**src/rtl/register_bank_p.sv**
```systemverilog
// rtl/register_bank_p.sv - multi-port register bank with clear sequencer and write bypass
module register_bank_p #(
   parameter int DATA_W  = 32,
   parameter int ADDR_W  = 5,
   parameter int NRD     = 4,
   parameter int OUT_IDX = 6,
   parameter int BYPASS  = 1
) (
   input  logic                     clock,
   input  logic                     reset,
   input  logic                     wrEn,
   input  logic [ADDR_W-1:0]        addrW,
   input  logic [DATA_W-1:0]        data,
   input  logic [NRD*ADDR_W-1:0]    addrR,
   output logic [NRD*DATA_W-1:0]    readR,
   output logic [DATA_W-1:0]        regOUT,
   output logic                     busy,
   output logic                     wrDrop
);

   localparam int DEPTH = 2**ADDR_W;
   localparam logic [0:0] ST_CLEAR = 1'b0;
   localparam logic [0:0] ST_RUN   = 1'b1;
   localparam logic [ADDR_W-1:0] OUT_ADDR = ADDR_W'(OUT_IDX);

   logic [0:0]        r_state;
   logic [ADDR_W-1:0] r_clr_idx;
   logic [DATA_W-1:0] r_regs [DEPTH];
   logic [DATA_W-1:0] r_reg_out;
   logic              r_wr_drop;

   logic              w_busy;
   logic              w_wr_accept;
   logic              w_clear_last;
   logic [ADDR_W-1:0] w_rd_addr;

   // Reset drives the FSM straight to CLEAR, so busy asserts without waiting for a clock.
   assign w_busy       = (r_state == ST_CLEAR);
   assign w_wr_accept  = !w_busy && wrEn && (addrW != '0);
   assign w_clear_last = &r_clr_idx;

   // Clear sequencer: walk every entry once, then hand over to normal operation.
   always_ff @(posedge clock or negedge reset) begin
      if (!reset) begin
         r_state   <= ST_CLEAR;
         r_clr_idx <= '0;
      end else if (w_busy) begin
         r_clr_idx <= r_clr_idx + ADDR_W'(1);
         if (w_clear_last) begin
            r_state <= ST_RUN;
         end
      end
   end

   // Storage has no reset; the sequencer zeroes it, and busy masks reads until then.
   always_ff @(posedge clock) begin
      if (w_busy) begin
         r_regs[r_clr_idx] <= '0;
      end else if (w_wr_accept) begin
         r_regs[addrW] <= data;
      end
   end

   // Output tap mirrors the stored OUT_IDX value; drop flag reports writes refused during clear.
   always_ff @(posedge clock or negedge reset) begin
      if (!reset) begin
         r_reg_out <= '0;
         r_wr_drop <= 1'b0;
      end else begin
         r_wr_drop <= w_busy && wrEn;
         if (w_busy) begin
            r_reg_out <= '0;
         end else if (w_wr_accept && (addrW == OUT_ADDR)) begin
            r_reg_out <= data;
         end
      end
   end

   // Independent combinational read ports with optional same-cycle forwarding of write data.
   always_comb begin
      readR     = '0;
      w_rd_addr = '0;
      for (int k = 0; k < NRD; k++) begin
         w_rd_addr = addrR[k*ADDR_W +: ADDR_W];
         if (w_busy || (w_rd_addr == '0)) begin
            readR[k*DATA_W +: DATA_W] = '0;
         end else if ((BYPASS != 0) && wrEn && (addrW == w_rd_addr)) begin
            readR[k*DATA_W +: DATA_W] = data;
         end else begin
            readR[k*DATA_W +: DATA_W] = r_regs[w_rd_addr];
         end
      end
   end

   assign regOUT = r_reg_out;
   assign busy   = w_busy;
   assign wrDrop = r_wr_drop;

endmodule

```
**config.mk**
```make
export PLATFORM = sky130hd
export DESIGN_NAME = register_bank_p
export DESIGN_NICKNAME = d
export VERILOG_FILES = /design/src/rtl/register_bank_p.sv
export SDC_FILE = /design/constraint.sdc
export NUM_CORES = 2
export LEC_CHECK = 0
export CAP_MARGIN = 10
export CORE_MARGIN = 4
export CORE_UTILIZATION = 49
export CTS_BUF_LIST = sky130_fd_sc_hd__clkbuf_2
export CTS_CLUSTER_DIAMETER = 30
export DETAILED_ROUTE_END_ITERATION = 7
export PLACE_DENSITY_LB_ADDON = 0.1
export SLEW_MARGIN = 20
export SYNTH_ARGS = -nofsm -noshare
export SYNTH_HDL_FRONTEND = slang
export SYNTH_SLANG_ARGS = --single-unit
```
**constraint.sdc**
```tcl
create_clock -name clock -period 3.26 [get_ports clock]
set_clock_uncertainty 0.2 [all_clocks]
set_input_delay 0.652 -clock clock [delete_from_list [all_inputs] [get_ports clock]]
set_output_delay 0.652 -clock clock [all_outputs]
set_load 0.01 [all_outputs]
```
==> summary.md <==
| Metric | Value |
|---|---|
| Status | finished, violations left |
| Failing checks | setup timing |
| Post-DP Area | 79,700 um2 |
| Post-Syn Nets | 3,852 |
| R2r setup slk | 0.05 ns |
| R2R depth | 10 |
| Row cnt | 135 |
| Complex-gate fraction of the synthesized area | 4.35% |
| EDFF count, synth | 1,024 |
| Max cap viols | 0 |
| Fin nets | 5,077 |
| Worst hold slack | 0.226 ns |
| Vias in the first global route | 51,085 |
| Hold path endpoint | regOUT[26]$_DFFE_PN0P_ |
| Hold Path Depth | 5 |
| TNS Setup | -152.93 ns |
| Sequential share of the synthesized area | 47.6% |
| R2r startpoint | r_state$_DFF_PN0_ |
| Most common cell after layout, fill and taps aside | mux4_2 |
| Core footprint | 135,000 um2 |
| Synth warn | 0 |
| Multi-input logic area | 35,300 um2 |
| # port buffers | 221 |
| P per Cell Area | 364 nW/um2 |
| Post-layout power | 31.6 mW |
| GP Congestion | 0.927 |
| Die span in y | 377 um |
| Dpl ws | -1.14 ns |
| Share of post-route cells with drive strength above 1 | 59.9% |
| Die ar. | 142,000 um2 |
| Ys async rst share | 3.67% |
| H-tree depth | 5 |
| Seq. cell area | 31,700 um2 |
| Cell area after synthesis | 66,600 um2 |
| Largest family of logic cells by synthesized area | multiplexers |
| Critical Path AT | 3.80 ns |
| Slew Limit Fails | 0 |
| CTS tree | done |
| Final hold vios | 0 |
| FF-to-FF End | regOUT[7]$_DFFE_PN0P_ |
| Register bit total from synthesis | 1,063 |
| Finished Cell Area | 86,700 um2 |
| Routed WL per cell | 39.6 um |
| Clock sinks | 1,063 |
| Initial DRC Count | 7,759 |
| Total wire length | 278,000 um |
| Global-route wire length before repair | 385,000 um |
| Initial antenna violation count | 13 |
| Cells after Synth | 3,790 |
| HP Class | in2reg |
| Final worst-path cycle share | 143% |
| FMAX | 215 MHz |
| Die width | 377 um |
| Num ports | 222 |
| TritonRoute pass-1 iters | 6 |
| Crit Path Max Fanout | 4 |
| CTS Buf Count | 324 |
| RSZ-0062 raised after global routing | true |
| Vias/cell | 7.32 |
| Mapped Avg Cell Area | 17.6 um2 |
| Synth Area in Adders | 0.0376% |
| Pleak | 32.5 nW |
| Most frequent cells in the layout | mux4_2, edfxtp_1, buf_4 |
| Drc violations | 0 |
| Setup ws final | -1.40 ns |
| Yosys cell types | 47 |
| Kind of critical path | reg2out |
| Critical Path RT | 2.41 ns |
| Layout fillers | 9,554 |
| Multiplexer area fraction after synthesis | 42.1% |
| Starting Density | 49.2% |
| Worst-Skew Late Latency | 1.70 ns |
| Worst rel slew slack | 19.4% |
| Vias | 51,415 |
| Post-route ant nets | 0 |
| Worst-Margin Slew | 1.21 ns |
| Global Route Usage Sum | 39.2% |
| Synth Area in XOR/XNOR | 0.302% |
| Worst setup SP type | flop |
| Clock-pin slew on the worst setup and hold paths | 0.10 ns |
| Largest net degree at the start of global routing | 40 |
| # setup viols final | 129 |
| Syn-to-layout area delta | 30.1% |
| Aggregate global routing overflow | 0 |
| Hold path startpoint | data[26] |
| Root Driver | clkbuf_2 |
| Post-layout min period | 4.66 ns |
| Top_reg_cell synth | edfxtp_1 |
| Max Buffers Root-to-Sink | 4 |
| Worst IR Drop VDD | 0.307 mV |
| Simple-gate portion of the synthesized area | 2.91% |
| Setup crit end kind | output port |
| HPWL after detailed placement | 183,000 um |
-- layout make-up --
type	instances	share of cell area [%]
diodes	12	0.0346
clock buffers	421	2.43
clock inverters	120	0.782
inverters	4	0.0274
multi-input cells	2326	40.7
flip-flops and latches	1063	36.6
well taps	1781	2.57
repair buffers	1296	16.8
-- report_power, final --
part,switching (mW),internal [mW]
combinational,3.29,3.00
sequential,0.0300,15.0
clock,6.11,4.10
-- worst max-delay path by stage --
stage / slack [ns] / startpoint / endpoint / cells after the start
final: -1.40 / r_regs[28][28]$_DFFE_PP_ / readR[28] / 5
after global routing: -1.57 / r_regs[23][21]$_DFFE_PP_ / readR[21] / 5
after CTS: -1.58 / r_regs[30][2]$_DFFE_PP_ / readR[2] / 5
after detailed placement: -1.14 / addrW[2] / readR[61] / 9
after global placement: -1.15 / addrW[2] / readR[61] / 9
after floorplan: -0.10 / addrW[1] / r_regs[12][0]$_DFFE_PP_ / 7
-- metrics by stage --
step | utilization [%] | instances
CTS | 63.3 | 6971
global placement | 58.9 | 6202
global route | 64.0 | 7014
detailed placement | 58.9 | 6202
finish | 64.1 | 7023
floorplan | - | 3790
-- sequential cells by signal, summed over array words and instances, names as in the netlist --
register and flops:
r_clr_idx 5, regOUT 32, r_regs 1024, wrDrop 1, r_state 1
-- synthesized netlist by cell type, types with 39 or more instances --
| cell | n | share of area, % |
|---|---|---|
| a21oi_1 | 67 | 0.50 |
| clkbuf_1 | 203 | 1.1 |
| mux2i_1 | 355 | 5.3 |
| edfxtp_1 | 1024 | 46 |
| buf_2 | 121 | 0.91 |
| a22oi_1 | 65 | 0.73 |
| a32o_1 | 83 | 1.2 |
| dfrtp_1 | 39 | 1.5 |
| nor2_1 | 62 | 0.35 |
| nor2b_1 | 39 | 0.37 |
| mux2_2 | 65 | 1.1 |
| mux4_2 | 1055 | 36 |
| buf_1 | 51 | 0.29 |
| o22ai_1 | 59 | 0.55 |
| nand2_1 | 231 | 1.3 |
-- per-layer routing --
| layer | up-vias | routed length [um] | share of wire (%) | GRT usage, % |
|---|---|---|---|---|
| li1 | 19363 | - | - | - |
| met1 | 26440 | 93700 | 34 | 50.1 |
| met2 | 4633 | 124000 | 45 | 57.9 |
| met3 | 971 | 42300 | 15 | 15.0 |
| met4 | 8 | 18300 | 6.6 | 21.7 |
| met5 | - | 59 | 0.021 | 0.377 |
-- what timing repair did --
item / 4_1_cts / 5_1_grt
setup buffers: 189 / 61
endpoints found under the hold margin: 1096 / 0
endpoints found under the setup margin: 162 / 150
cloned: 7 / 1
hold buffers: 64 / 0
gates resized for setup: 1044 / 198
pin swaps: 142 / 83
-- worst max-delay path, cell delays in order, from the launching register on --
cell and delay, ns:
edfxtp_1 0.46, mux4_2 0.50, mux4_2 0.47, nand2b_1 0.17
a32o_2 0.34, buf_6 0.15
-- logic make-up after synthesis --
kind of cell,count (synthesis)
muxes,1475
buffers and inverters,401
xor gates and xnor gates,23
adders and majority gates,2
AOI/OAI and AO/OA,396
and+or+nand+nor,430
DFF,1063
Power figures use the tool's default switching activity.
